**config.mk**
```make
export PLATFORM = sky130hd
export DESIGN_NAME = timer_digit_entry
export DESIGN_NICKNAME = d
export VERILOG_FILES = /design/src/rtl/timer_pkg.sv /design/src/rtl/edge_detect_rise.sv /design/src/rtl/timer_digit_entry.sv
export SDC_FILE = /design/constraint.sdc
export NUM_CORES = 1
export LEC_CHECK = 0
export CAP_MARGIN = 25
export CORE_MARGIN = 2
export CORE_UTILIZATION = 43
export DETAILED_ROUTE_END_ITERATION = 7
export HOLD_SLACK_MARGIN = 0.1
export PLACE_DENSITY = 0.74
export SYNTH_ARGS = -nofsm -noshare
export SYNTH_HDL_FRONTEND = slang
export SYNTH_HIERARCHICAL = 1
export SYNTH_SLANG_ARGS = --single-unit
```
**constraint.sdc**
```tcl
create_clock -name clk -period 1.6 [get_ports clk]
set_input_delay 0.32 -clock clk [delete_from_list [all_inputs] [get_ports clk]]
set_output_delay 0.32 -clock clk [all_outputs]
set_load 0.005 [all_outputs]
```
**src/rtl/timer_pkg.sv**
```systemverilog
// Shared constants, state encoding and key classification for the timer
// digit-entry front-end.
package timer_pkg;

  localparam int unsigned BCD_W           = 4;
  localparam int unsigned CNT_W           = 2;
  localparam int unsigned NUM_DIGITS      = 3;
  localparam int unsigned BCD_MAX         = 9;
  localparam int unsigned MAX_SEC_TENS    = 5;
  localparam int unsigned KEY_DIGIT_LIMIT = BCD_MAX + 1;

  typedef enum logic [1:0] {
    IDLE  = 2'd0,
    ENTRY = 2'd1,
    LOAD  = 2'd2
  } state_t;

  // Keypad codes below KEY_DIGIT_LIMIT are decimal digits.
  function automatic logic is_digit(input logic [BCD_W-1:0] code);
    return 32'(code) < KEY_DIGIT_LIMIT;
  endfunction

endpackage

```
**src/rtl/edge_detect_rise.sv**
```systemverilog
// One-bit rising-edge detector: registers the level once and flags 0->1.
module edge_detect_rise (
  input  logic clk,
  input  logic rst,
  input  logic d,
  output logic rise_c
);

  logic d_q;

  always_ff @(posedge clk) begin
    if (rst) d_q <= 1'b0;
    else     d_q <= d;
  end

  assign rise_c = d & ~d_q;

endmodule

```
**src/rtl/timer_digit_entry.sv**
```systemverilog
// Keypad digit-entry register (M:SS) that parallel-loads the downstream
// mod-10 counter chain with a one-cycle load pulse on start.
module timer_digit_entry
  import timer_pkg::*;
(
  input  logic             clk,
  input  logic             rst,
  input  logic             key_valid,
  input  logic [BCD_W-1:0] key_code,
  input  logic             clear,
  input  logic             start,
  input  logic             timer_busy,
  output logic [BCD_W-1:0] sec_ones,
  output logic [BCD_W-1:0] sec_tens,
  output logic [BCD_W-1:0] min_ones,
  output logic             load,
  output logic [CNT_W-1:0] digit_count,
  output logic             key_err,
  output logic             entry_active
);

  state_t state;
  logic   key_rise_c;
  logic   start_rise_c;
  logic   key_ok_c;
  logic   start_ok_c;
  logic   key_reject_c;

  edge_detect_rise u_key_edge (
    .clk    (clk),
    .rst    (rst),
    .d      (key_valid),
    .rise_c (key_rise_c)
  );

  edge_detect_rise u_start_edge (
    .clk    (clk),
    .rst    (rst),
    .d      (start),
    .rise_c (start_rise_c)
  );

  // A busy downstream timer masks presses without flagging them as errors.
  assign key_ok_c   = key_rise_c & ~timer_busy;
  assign start_ok_c = start_rise_c & ~timer_busy;

  // Reject when full, non-digit, or when the shift would push an illegal
  // value into the seconds-tens position.
  assign key_reject_c = !is_digit(key_code)
                     || (32'(digit_count) >= NUM_DIGITS)
                     || (32'(sec_ones) > MAX_SEC_TENS);

  always_ff @(posedge clk) begin
    if (rst) begin
      state        <= IDLE;
      sec_ones     <= '0;
      sec_tens     <= '0;
      min_ones     <= '0;
      digit_count  <= '0;
      load         <= 1'b0;
      key_err      <= 1'b0;
      entry_active <= 1'b0;
    end else begin
      load    <= 1'b0;
      key_err <= 1'b0;
      unique case (state)
        IDLE: begin
          if (!clear && key_ok_c) begin
            if (is_digit(key_code)) begin
              sec_ones     <= key_code;
              digit_count  <= CNT_W'(1);
              state        <= ENTRY;
              entry_active <= 1'b1;
            end else begin
              key_err <= 1'b1;
            end
          end
        end
        ENTRY: begin
          if (clear) begin
            sec_ones     <= '0;
            sec_tens     <= '0;
            min_ones     <= '0;
            digit_count  <= '0;
            state        <= IDLE;
            entry_active <= 1'b0;
          end else if (start_ok_c) begin
            load         <= 1'b1;
            state        <= LOAD;
            entry_active <= 1'b0;
          end else if (key_ok_c) begin
            if (key_reject_c) begin
              key_err <= 1'b1;
            end else begin
              min_ones    <= sec_tens;
              sec_tens    <= sec_ones;
              sec_ones    <= key_code;
              digit_count <= digit_count + CNT_W'(1);
            end
          end
        end
        LOAD: begin
          sec_ones    <= '0;
          sec_tens    <= '0;
          min_ones    <= '0;
          digit_count <= '0;
          state       <= IDLE;
        end
        default: begin
          state        <= IDLE;
          entry_active <= 1'b0;
        end
      endcase
    end
  end

endmodule
```
-- Yosys cells after proc, flatten, opt, wreduce, memory -nomap -nowiden
Index checks and enable logic that the tools add are counted.
- flip-flop bits (word level): 21
- output and inout port bits: 17
- input port bits: 10
- bitwise operators: 9
- eq/ne operators: 8
- reduce and logical (&&, ||, !) cells: 13
- magnitude comparators: 3
- add/sub/neg operators: 1
- muxes and demuxes: 40
- operator list (cell ; number):
    4-bit 2-to-1 mux ; 14
    2-bit 2-to-1 mux ; 8
    4-bit one-hot mux with 2 select lines ; 2
    3-bit inequality test, second input constant ; 4
    4-bit one-hot mux with 3 select lines ; 1
    1-bit 2-to-1 mux ; 11
    4-bit AND reduction ; 2
    2-bit one-hot mux with 3 select lines ; 1
    6-bit AND reduction ; 1
    1-bit NOT ; 5
    1-bit bitwise AND ; 4
    4-bit by 3-bit greater-than comparator with 1-bit output, second input constant ; 1
    4-bit less-than comparator, second input constant ; 1
    2-bit inequality test, second input constant ; 2
    2-bit one-hot mux with 2 select lines ; 1
    1-bit one-hot mux with 3 select lines ; 1
    3-bit AND reduction ; 1
    3-bit nonzero test ; 1
    3-bit OR reduction ; 1
    2-bit by 1-bit adder with 2-bit output, second input constant ; 1
    2-bit by 1-bit equality test with 1-bit output, second input constant ; 1
    2-bit equality test, second input constant ; 1
    2-bit >= comparator, second input constant ; 1
    1-bit logical NOT ; 2
    5 further kinds ; 6

-- Depth between registers and ports, before layout
Gate-level depths: netlist of run 1.
- depth in word-level cells: 9
- gate-level depth with buffers: 7
- gate-level depth less buffers: 6

-- Cells and area by module
The synthesis of run 1 kept the hierarchy.
- modules (own cells, without submodules) (module ; area an instance (um2) ; instances ; seq. area each (um2) ; cells an instance):
    timer_digit_entry ; 997.2 ; 1 ; 380.4 ; 105
    edge_detect_rise ; 47.5 ; 2 ; 20.0 ; 3

-- Least setup slack after synthesis of run 1
OpenSTA, ideal clock, no wires.
- kind: reg2reg
- start: reg state[0]
- end: reg digit_count[0]
- required time: 1.479 ns
- path buffers: 0
- arrival: 1.439 ns
- setup slack: 0.040 ns
- stages on the path, launching flop included: 7
- cells stage by stage: dfxtp_1 -> inv_1 -> ha_1 -> nor2b_1 -> a31oi_1 -> a21oi_4 -> mux2_4
- word-level cells in the longest chain between the ends: 3
- elaborated cells on any way between the ends: 11
- classes of those cells: 7 x eq/ne; 1 x mux; 3 x reduce/logical
- RTL lines (what ; RTL line ; source):
    start, declared ; timer_digit_entry.sv:22 ; state_t state;
    start signal, assigned ; timer_digit_entry.sv:55 ; state <= IDLE;
    start signal, assigned ; timer_digit_entry.sv:72 ; state <= ENTRY;
    start signal, assigned ; timer_digit_entry.sv:85 ; state <= IDLE;
    2-bit by 1-bit equality test with 1-bit output, or another cell as far along ; timer_digit_entry.sv:66 ; unique case (state)
    3-bit inequality test (no source line), or another cell as far along ; - ;
    6-bit AND reduction (no source line) ; - ;
    end signal, assigned ; timer_digit_entry.sv:98 ; digit_count <= digit_count + CNT_W'(1);
    end, declared ; timer_digit_entry.sv:17 ; output logic [CNT_W-1:0] digit_count,
Parallel ways exist; a longest one is shown, timed or not.
A chain may end at the register's enable or synchronous reset.

-- Worst setup path after layout of run 1
- start: reg state[1]
- end: reg sec_ones[2]
- word-level cells in the longest chain between the ends: 3
- elaborated cells on any way between the ends: 11
- classes of those cells: 7 x eq/ne; 1 x mux; 3 x reduce/logical
- RTL lines (what ; RTL line ; source):
    2-bit by 1-bit equality test with 1-bit output, or another cell as far along ; timer_digit_entry.sv:66 ;
    3-bit inequality test (no source line), or another cell as far along ; - ;
    6-bit AND reduction (no source line) ; - ;
    end signal, assigned ; timer_digit_entry.sv:70 ; sec_ones <= key_code;
    end signal, assigned ; timer_digit_entry.sv:97 ; sec_ones <= key_code;
    end, declared ; timer_digit_entry.sv:13 ; output logic [BCD_W-1:0] sec_ones,
Parallel ways exist; a longest one is shown, timed or not.

==> results of run 1 <==
-- state kept, by name, summed over array words and instances, names as in the netlist --
name and flops:
sec_tens 4, u_key_edge/d_q 1, sec_ones 4, digit_count 2, u_start_edge/d_q 1, min_ones 4
state 2, entry_active 1, key_err 1, load 1
-- worst max-delay path by stage --
stage,from,to,slack (ns),cells after the start
3_5_place_dp,key_valid,sec_tens[0]$_SDFFE_PP0P_,-0.36,7
2_1_floorplan,state[0]$_SDFFE_PP0P_,digit_count[0]$_SDFFE_PP0P_,0.04,6
6_report,state[1]$_SDFFE_PP0P_,sec_ones[2]$_SDFFE_PP0P_,0.04,8
4_1_cts,sec_ones[3]$_SDFFE_PP0P_,sec_ones[3],0.001,1
5_1_grt,state[1]$_SDFFE_PP0P_,sec_ones[2]$_SDFFE_PP0P_,-0.02,8
3_3_place_gp,key_valid,digit_count[0]$_SDFFE_PP0P_,-0.32,6
-- per-layer routing --
metal  vias to the layer above  global-route usage [%]  wire [µm]
met3                         6                    4.64        151
met2                        38                    30.5       1260
met5                         -                       0          0
li1                        490                       -          -
met1                       463                    25.3       1190
met4                         0                    9.17         63
-- kinds of logic (layout without fill, tap and decap cells) --
| logic type | after synthesis | in the layout | share of synthesized area (%) |
|---|---|---|---|
| compound gates | 21 | 21 | 14.0 |
| fa+ha+maj | 4 | 4 | 4.58 |
| buf+inv | 7 | 58 | 3.09 |
| flops | 21 | 21 | 38.5 |
| mux | 8 | 8 | 7.79 |
| simple gates | 50 | 50 | 32.1 |
-- cell usage in the layout (no fill, tap or decap), drive strengths merged, types with 2 or more instances in the layout --
| cell | netlist | final |
|---|---|---|
| a211oi | 3 | 3 |
| a21oi | 6 | 6 |
| a31oi | 2 | 2 |
| buf | 1 | 24 |
| clkbuf | 2 | 4 |
| clkdlybuf4s50 | 0 | 23 |
| dfxtp | 21 | 21 |
| dlymetal6s2s | 0 | 2 |
| ha | 4 | 4 |
| inv | 4 | 4 |
| mux2i | 7 | 7 |
| nand2 | 6 | 6 |
| nand2b | 14 | 14 |
| nand3 | 4 | 4 |
| nand4b | 4 | 4 |
| nor2 | 4 | 4 |
| nor2b | 8 | 8 |
| nor3 | 2 | 2 |
| nor3b | 2 | 2 |
| o21ai | 7 | 7 |
| or3 | 2 | 2 |
-- final cells by class --
type	instances	area, µm²
clock buffer	4	26.3
fill	188	768
inverter	4	15.0
multi-input combinational	83	696
sequential	21	429
tap	30	37.5
timing repair buffer	50	460
-- repair_timing --
action                     CTS  global route
setup buffers                1             1
setup endpoints to repair   10            12
pin swaps                    1             2
gates resized for setup      8            14
-- through the flow --
step | hold WS [ns] | std cells | setup slack, ns | area (µm²) | power (W)
after floorplan | 0.384 | 111 | 0.0402 | 1090 | 0.000734
after global placement | 0.453 | 186 | -0.318 | 1550 | 0.000887
after detailed placement | 0.456 | 186 | -0.359 | 1550 | 0.000894
after CTS | 0.380 | 191 | 0.00131 | 1600 | 0.00117
after global routing | 0.384 | 192 | -0.0203 | 1660 | 0.00126
final | 0.372 | 192 | 0.0430 | 1660 | 0.00121
-- power breakdown --
part / leakage [nW] / internal [W] / switching (W)
registers: 0.173 / 0.000544 / 0.0000142
logic: 0.471 / 0.000209 / 0.000167
clock network: 0.0150 / 0.0000973 / 0.000175
==> reports/results.env, run 1 <==
FLOORPLAN.INITIALDENSITY_PCT=44.9
WORSTHOLDSTART='key_valid'
FINALWEIGHTEDCONGESTION=0.790
NUMBER_OF_SEARCH_AND_REPAIR_ITERATIONS_IN_THE_FIRST_DETAILED_ROUTING_PASS=4
SYN-INSTANCE-COUNT=111
LAYOUT.CORE_UTILIZATION_PCT=68.4
SYNTH_NETS=125
RR_WORST_DEPTH=8
R2R_SETUP_SLACK_NS=0.04
GLOBALROUTE.TOTALOVERFLOW=0
CRITICAL_PATH.N_BUFFERS_INVERTERS=4
CRITPATHCAPTURETYPE='register'
SETUP_VIOL=0
INSTANCE_COUNT_ALONG_THE_MOST_CRITICAL_HOLD_PATH=2
SYNTHMOSTINSTANTIATEDCELL='sky130_fd_sc_hd__dfxtp_1'
MAX_SLEW_MARGIN_PCT=78.3
CTS_TREE='yes'
ROUTEDWLPERCELL_UM=13.9
CLKTRANSATPATHREGS_NS=0.13
AREA_GROWTH_PCT=52.3
SYNTH.TOP_CELLS.BY_AREA='sky130_fd_sc_hd__dfxtp_1 38%, sky130_fd_sc_hd__nand2b_1 7.4%, sky130_fd_sc_hd__mux2i_1 6.4%'
CLOCK_SINKS=21
YOSYS_REGISTER_BITS=21
CRIT_SLOWEST_CELL='sky130_fd_sc_hd__dfxtp_2'
GRT_UTIL_ALL_LAYERS_PCT=19.6
NETLIST_TOP_CELLS_COUNT='21 x sky130_fd_sc_hd__dfxtp_1, 13 x sky130_fd_sc_hd__nand2b_1, 7 x sky130_fd_sc_hd__mux2i_1'
LAYOUT-DRIVE-GT1-SHARE_PCT=34.6
CRIT_PATH_MAX_INCR_DELAY_NS=0.36
GRT_FIRST_PASS_WIRELENGTH_MM=4.16
ROUTE.DETAILED.DRC=0
WORSTHOLDPATHTYPE='in -> reg'
GRT_PASS1_VIAS=925
MIN_PERIOD_OVER_PERIOD_PCT=97.3
WORST_HOLD_PATH.ENDPOINT='u_key_edge/d_q$_SDFF_PP0_'
ANTENNA_FOUND_INITIAL=0
CP_DATA_REQUIRED_TIME_NS=1.84
POST_SYNTH.CELL_AREA_AVG_UM2=9.84
DIE_HEIGHT_UM=54.4
WORSTREG2REGEND='sec_ones[2]$_SDFFE_PP0P_'
PWR_DENSITY_CELL_nW_PER_UM2=725
CRITICAL_PATH.TOP_DELAY_FAMILY='buffers and inverters'
CRIT_PATH_MAX_FANOUT=5
NETLIST_AREA_UM2=1090
SYNTH-EDFF-COUNT=0
POSTSYNTH.TOPFLOPCELL='sky130_fd_sc_hd__dfxtp_1'
R2R_START='state[1]$_SDFFE_PP0P_'
FINALHOLDVIOLCOUNT=0
SETUP_TNS_NS=0
NETLIST.AREA_LEADER.SHARE_PCT=38.5
YOSYSUNIQUECELLTYPES=35
SYNTHDOMINANTAREACELLTYPE='sky130_fd_sc_hd__dfxtp_1'
ROUTED_VIA_DENSITY=5.19
FINISH.NET_COUNT=177
DRV_CAP=0
PLACE.DETAILED.HPWL_MM=1.85
NUMBER_OF_BUFFERS_ON_THE_LONGEST_CLOCK_PATH=2
HOLDBUFCOUNTCTS=0
WORST-SLEW-PIN-TRANSITION_NS=0.324
YOSYS_WARNINGS=6
TIMING.FINAL.MAX_SLEW_VIOLATIONS=0
GRT_MAX_DEGREE=14
IOS=27
CP-START-KIND='register'
CTS_ROOT_BUF='sky130_fd_sc_hd__clkbuf_4'
FINALWORSTPATHREQUIREDPERIOD_NS=1.56
STD_CELL_ROWS=18
CTSHTREEMAXLEVEL=1
TOTAL_LEAKAGE_POWER_nW=0.659
CHIPWIDTH_UM=54.4
DRT_ITER0_MARKERS=23
FLOORPLAN.DIE_AREA_UM2=2960
SYNTH-ASYNC-RESET-RATIO_PCT=0
ARRIVAL_NS=1.79
CTS-BUFFERS-INSERTED=3
CLOCK.FMAX_MHz=642
TIMING.CRITICAL_PATH.CELLS='inv_2 -> buf_4 -> ha_4 -> nor2b_1 -> buf_4 -> a21oi_4 -> buf_6 -> mux2i_1'
CRITICAL_PATH_CLASS='reg -> reg'
CLK-INSERTION-DELAY-LATE_NS=0.31
SEQ_AREA_FRAC_SYNTH_PCT=38.5
DRTANTENNAVIOLNETS=0
RUN_STATUS='completed'
N_ANTENNA_CELL=0
BUFFER_PORTS.INSERTED=26
CLOCK_SKEW_NS=0.0115
PATH_COMMON_CELL='sky130_fd_sc_hd__buf_4'
PLACEABLECOREAREA_UM2=2430
FINALWIRELENGTH_MM=2.66
VIAS=997
WORST_IR_DROP_VDD_uV=619
Note: power is estimated with default switching activity, not from simulation.
==> inputs of run 2 (changes only) <==
--- a/config.mk
+++ b/config.mk
@@ -6,7 +6,7 @@
 export NUM_CORES = 1
 export LEC_CHECK = 0
 export CAP_MARGIN = 25
-export CORE_MARGIN = 2
+export CORE_MARGIN = 8
 export CORE_UTILIZATION = 43
 export DETAILED_ROUTE_END_ITERATION = 7
 export HOLD_SLACK_MARGIN = 0.1
==> run 2 against run 1 <==
Clock-buffer cell count unchanged. Flip-flop and latch count is the same. First-iteration DRC count up 13%. Via count is 2.8% lower. Wire length decreased by 1.5%. Highest routed layer unchanged.
==> reports/results.env, run 2 (synthesis results as in run 1) <==
REG.LARGEST.LIST='min_ones (4), sec_ones (4), sec_tens (4)'
DIE_HEIGHT_UM=66.4
PWR_DENSITY_CELL_nW_PER_UM2=715
CRITICAL_PATH.TOP_DELAY_FAMILY='buffers and inverters'
WORSTHOLDPATHTYPE='in -> reg'
MAX_SLEW_MARGIN_PCT=78.3
FINALWIRELENGTH_MM=2.62
CRIT_PATH_MAX_INCR_DELAY_NS=0.51
WORST-SLEW-PIN-TRANSITION_NS=0.324
CRIT_SLOWEST_CELL='sky130_fd_sc_hd__clkdlybuf4s50_1'
FINAL_COMMON_CELL='sky130_fd_sc_hd__clkdlybuf4s50_1'
DRV_CAP=0
SETUP_TNS_NS=0
DRT_ITER0_MARKERS=26
CTS_TREE='yes'
FINISH.CELL_COUNT_WITHOUT_FILLERS=187
SETUP_VIOL=0
AREA_GROWTH_PCT=45.8
FINALHOLDVIOLCOUNT=0
ROUTE.DETAILED.DRC=0
FINISH.NET_COUNT=172
LAYOUT.CORE_UTILIZATION_PCT=65.5
ROUTED_VIA_DENSITY=5.18
NUMBER_OF_SEARCH_AND_REPAIR_ITERATIONS_IN_THE_FIRST_DETAILED_ROUTING_PASS=4
BUFFER_PORTS.INSERTED=26
FINALWORSTPATHREQUIREDPERIOD_NS=1.56
CRITICAL_PATH_CLASS='in -> reg'
RUN_STATUS='completed'
PLACEABLECOREAREA_UM2=2430
FLOORPLAN.INITIALDENSITY_PCT=44.9
CTS_ROOT_BUF='sky130_fd_sc_hd__clkbuf_4'
ARRIVAL_NS=1.77
GRT_FIRST_PASS_WIRELENGTH_MM=4.37
DPL-INSTANCE-AREA_UM2=1490
FINALWEIGHTEDCONGESTION=0.798
NUMBER_OF_BUFFERS_ON_THE_LONGEST_CLOCK_PATH=2
HOLDBUFCOUNTCTS=0
ROUTEDWLPERCELL_UM=14.0
CLKTRANSATPATHREGS_NS=0.12
CLOCK_SKEW_NS=0.00143
CLK-INSERTION-DELAY-LATE_NS=0.31
VIAS=969
CLOCK.FMAX_MHz=641
GRT_MAX_DEGREE=14
FLOORPLAN.DIE_AREA_UM2=4410
CTS-BUFFERS-INSERTED=3
ANTENNA_FOUND_INITIAL=0
CP-START-KIND='input pin'
CRIT_PATH_MAX_FANOUT=4
TOTAL_LEAKAGE_POWER_nW=0.630
MOST-COMMON-LAYOUT-CELLS='22 x sky130_fd_sc_hd__clkdlybuf4s50_1, 18 x sky130_fd_sc_hd__buf_4, 14 x sky130_fd_sc_hd__dfxtp_1'
STDCELL_AREA_UM2=1590
CTSHTREEMAXLEVEL=1
CRITPATHCAPTURETYPE='register'
IOS=27
WORST_IR_DROP_VDD_uV=613
MIN_PERIOD_OVER_PERIOD_PCT=97.6
CLOCK_SINKS=21
CP_DATA_REQUIRED_TIME_NS=1.81
STD_CELL_ROWS=18
POST-PLACE-CELLS=180
TIMING.CRITICAL_PATH.CELLS='clkdlybuf4s50_1 -> nor3b_4 -> nand3_2 -> a21oi_4 -> mux2_4'
CHIPWIDTH_UM=66.4
DRTANTENNAVIOLNETS=0
TIMING.FINAL.MAX_SLEW_VIOLATIONS=0
PLACE.DETAILED.HPWL_MM=2.04
GRT_PASS1_VIAS=1040
CRITICAL_PATH.N_BUFFERS_INVERTERS=1
N_ANTENNA_CELL=0
GLOBALROUTE.TOTALOVERFLOW=0
GRT_UTIL_ALL_LAYERS_PCT=12.5
LAYOUT-DRIVE-GT1-SHARE_PCT=31.8
[run 2: per-stage QoR]
step | power, W | hold slack [ns] | worst slack [ns]
6_report | 0.00114 | 0.277 | 0.0391
5_1_grt | 0.00120 | 0.281 | -0.0102
4_1_cts | 0.00113 | 0.481 | 0.00247
3_5_place_dp | 0.000863 | 0.464 | -0.380
3_3_place_gp | 0.000857 | 0.453 | -0.340
2_1_floorplan | 0.000734 | 0.384 | 0.0402
[run 2: layout make-up]
cell class / count / area (µm²)
multi-input combinational: 83 / 668
timing repair buffer: 45 / 417
tap: 30 / 37.5
inverter: 4 / 15.0
fill: 196 / 840
clock buffer: 4 / 26.3
sequential: 21 / 429
[run 2: metal layers]
metal,share of wire [%],global-route usage (%)
met4,1.6,7.20
met3,4.6,2.54
met5,0,0
met1,44,14.2
met2,50,21.0
[run 2: worst paths after layout]
kind                                      end  cells after the start                      from  slack (ns)
setup / recovery  digit_count[0]$_SDFFE_PP0P_                      5                timer_busy        0.04
hold / removal      u_key_edge/d_q$_SDFF_PP0_                      2                 key_valid        0.28
setup reg to reg  digit_count[0]$_SDFFE_PP0P_                      6     state[1]$_SDFFE_PP0P_        0.08
hold reg to reg      sec_tens[3]$_SDFFE_PP0P_                      2  sec_tens[3]$_SDFFE_PP0P_        0.48
[run 2: timing repair]
| action | in CTS | in global routing |
|---|---|---|
| pin swaps | 1 | 4 |
| buffers inserted | 1 | 2 |
| endpoints found under the setup margin | 9 | 17 |
| gates resized for setup | 7 | 14 |
[run 2: worst reg2reg max path: stages, from the launching register on]
cell                      delay [ns]
sky130_fd_sc_hd__dfxtp_2        0.37
sky130_fd_sc_hd__inv_1          0.06
sky130_fd_sc_hd__ha_1           0.30
sky130_fd_sc_hd__nor2b_2        0.16
sky130_fd_sc_hd__a31oi_2        0.19
sky130_fd_sc_hd__a21oi_4        0.06
sky130_fd_sc_hd__mux2_4         0.29
[run 2: power by group]
group / total, W / switching [W] / internal, W
clock network: 0.000261 / 0.000164 / 0.0000974
registers: 0.000560 / 0.0000156 / 0.000544
logic: 0.000318 / 0.000145 / 0.000173
==> inputs of run 3 (changes only) <==
--- a/config.mk
+++ b/config.mk
@@ -5,8 +5,8 @@
 export SDC_FILE = /design/constraint.sdc
 export NUM_CORES = 1
 export LEC_CHECK = 0
-export CAP_MARGIN = 25
-export CORE_MARGIN = 8
+export CAP_MARGIN = 20
+export CORE_MARGIN = 1.5
 export CORE_UTILIZATION = 43
 export DETAILED_ROUTE_END_ITERATION = 7
 export HOLD_SLACK_MARGIN = 0.1
==> run 3 against run 2 <==
Clock skew up 0.00068 ns. Sequential power hardly changed. Critical path type is now reg -> reg. Register-to-register slack got worse by 0.04 ns.
==> reports/results.env, run 3 (synthesis results as in run 1) <==
STDCELL_AREA_UM2=1670
CTS-BUFFERS-INSERTED=3
NUMBER_OF_BUFFERS_ON_THE_LONGEST_CLOCK_PATH=2
CRITICAL_PATH_CLASS='reg -> reg'
PLACEABLECOREAREA_UM2=2430
PLACE.DETAILED.HPWL_MM=1.95
MET1_LAYER_WIRELENGTH_IN_THE_FINAL_ROUTING_MM=1.21
GRT_UTIL_ALL_LAYERS_PCT=19.8
MOST-COMMON-LAYOUT-CELLS='28 x sky130_fd_sc_hd__buf_4, 24 x sky130_fd_sc_hd__clkdlybuf4s50_1, 14 x sky130_fd_sc_hd__dfxtp_1'
MIN_PERIOD_OVER_PERIOD_PCT=97.7
ANTENNA_FOUND_INITIAL=0
DRTANTENNAVIOLNETS=0
FINALWIRELENGTH_MM=2.58
TOTAL_LEAKAGE_POWER_nW=0.664
ROUTED_VIA_DENSITY=5.08
CHIPWIDTH_UM=53.4
TIMING.CRITICAL_PATH.CELLS='inv_1 -> ha_1 -> nor2b_1 -> a31oi_2 -> a21oi_4 -> buf_6 -> o32ai_2'
GLOBALROUTE.TOTALOVERFLOW=0
CTSHTREEMAXLEVEL=1
CRITPATHLAUNCH='state[0]$_SDFFE_PP0P_'
CTS_TREE='yes'
INSTANCE_COUNT_ALONG_THE_MOST_CRITICAL_HOLD_PATH=2
POSTLAYOUTSETUPSLACKWORST_NS=0.0366
DRT_ITER0_MARKERS=6
SETUP_TNS_NS=0
WORST_HOLD_PATH.ENDPOINT='u_key_edge/d_q$_SDFF_PP0_'
VIAS=1001
CTS_ROOT_BUF='sky130_fd_sc_hd__clkbuf_4'
CP-START-KIND='register'
REGISTER_AREA_UM2=429
PWR_DENSITY_CELL_nW_PER_UM2=704
N_ANTENNA_CELL=0
FINALWEIGHTEDCONGESTION=0.778
R2R_SETUP_SLACK_NS=0.04
MULTI_INPUT_COMB_AREA_UM2=673
TOP_SIGNAL_LAYER_USED='met4'
FINALWORSTPATHREQUIREDPERIOD_NS=1.56
CRITICAL_PATH.N_BUFFERS_INVERTERS=2
MET2WIRELENGTH_MM=1.24
POST-PLACE-CELLS=189
FLOORPLAN.INITIALDENSITY_PCT=44.9
GRT_FIRST_PASS_WIRELENGTH_MM=4.08
TIMING.FINAL.MAX_SLEW_VIOLATIONS=0
GRT_MAX_DEGREE=14
CRITICAL_PATH.TOP_DELAY_FAMILY='compound AO/OA/AOI/OAI gates'
DPL-INSTANCE-AREA_UM2=1560
CRIT_PATH_MAX_INCR_DELAY_NS=0.35
STD_CELL_ROWS=18
CLOCK_SINKS=21
DIE_HEIGHT_UM=53.4
ROUTE.DETAILED.DRC=0
IOS=27
CRIT_SLOWEST_CELL='sky130_fd_sc_hd__dfxtp_2'
GRT_PASS1_VIAS=960
CLOCK_SKEW_NS=0.00211
CLKTRANSATPATHREGS_NS=0.12
ROUTEDWLPERCELL_UM=13.1
AREA_GROWTH_PCT=52.7
LAYOUT.FILLER_CELLS=195
REG.LARGEST.LIST='min_ones (4), sec_ones (4), sec_tens (4)'
LAYOUT-DRIVE-GT1-SHARE_PCT=35.9
NUMBER_OF_SEARCH_AND_REPAIR_ITERATIONS_IN_THE_FIRST_DETAILED_ROUTING_PASS=4
WORSTHOLDSTART='key_valid'
CLK-INSERTION-DELAY-LATE_NS=0.30
MET3_LENGTH_UM=91
FINISH.NET_COUNT=182
CRITPATHCAPTURETYPE='register'
CLOCK.FMAX_MHz=640
POWER_W=0.00117
R2R_START='state[0]$_SDFFE_PP0P_'
WORST-SLEW-PIN-TRANSITION_NS=0.239
SETUP_VIOL=0
RR_WORST_DEPTH=7
FINALHOLDVIOLCOUNT=0
RUN_STATUS='completed'
DRV_CAP=0
WORSTREG2REGEND='digit_count[1]$_SDFFE_PP0P_'
BUFFER_PORTS.INSERTED=26
ARRIVAL_NS=1.78
FINAL_COMMON_CELL='sky130_fd_sc_hd__buf_4'
HOLDBUFCOUNTCTS=0
FINISH.CELL_COUNT_WITHOUT_FILLERS=197
WORST_IR_DROP_VDD_uV=383
CRIT_PATH_MAX_FANOUT=5
WORSTHOLDPATHTYPE='in -> reg'
MAX_SLEW_MARGIN_PCT=84.0
PRECTSSETUPSLACK_NS=-0.359
CP_DATA_REQUIRED_TIME_NS=1.82
FLOORPLAN.DIE_AREA_UM2=2850
[run 3: cell type report]
type	instances	share of cell area, %
clock buffers	4	1.58
inverters	4	0.900
multi-input cells	83	40.4
flip-flops and latches	21	25.7
well taps	30	2.25
repair buffers	55	29.2
[run 3: repair_timing]
item / in CTS / in global routing
pin swaps: 2 / 3
setup endpoints to repair: 12 / 18
setup buffers: 2 / 2
hold endpoints to repair: 0 / 0
resized for setup: 8 / 11
[run 3: layer usage]
layer / track usage, % / up-vias
met1: 24.4 / 474
met2: 34.2 / 25
met5: 0 / -
met3: 2.54 / 4
li1: - / 498
met4: 7.69 / 0
[run 3: where the power goes]
part           internal [W]  leakage (nW)  switching [W]
Sequential         0.000544         0.173      0.0000155
Combinational      0.000202         0.476       0.000153
Clock             0.0000972        0.0150       0.000162
[run 3: stage by stage]
step,hold slack (ns),util [%]
after floorplan,0.384,-
after global placement,0.454,64.1
after detailed placement,0.462,64.1
after CTS,0.481,66.7
after global routing,0.302,68.6
final,0.282,68.6
[run 3: worst max-delay path by stage]
stage / endpoint / slack [ns] / cells after the start
3_3_place_gp: digit_count[0]$_SDFFE_PP0P_ / -0.32 / 6
6_report: digit_count[1]$_SDFFE_PP0P_ / 0.04 / 7
5_1_grt: sec_ones[0]$_SDFFE_PP0P_ / -0.04 / 7
2_1_floorplan: digit_count[0]$_SDFFE_PP0P_ / 0.04 / 6
4_1_cts: entry_active$_SDFFE_PP0P_ / -0.01 / 6
3_5_place_dp: sec_ones[1]$_SDFFE_PP0P_ / -0.36 / 7
[run 3: worst register-to-register path: stages (launching register included)]
cell and delay (ns):
sky130_fd_sc_hd__dfxtp_2 0.35, sky130_fd_sc_hd__inv_1 0.05, sky130_fd_sc_hd__ha_1 0.33, sky130_fd_sc_hd__nor2b_1 0.16, sky130_fd_sc_hd__a31oi_2 0.20, sky130_fd_sc_hd__a21oi_4 0.06, sky130_fd_sc_hd__buf_6 0.14, sky130_fd_sc_hd__o32ai_2 0.19
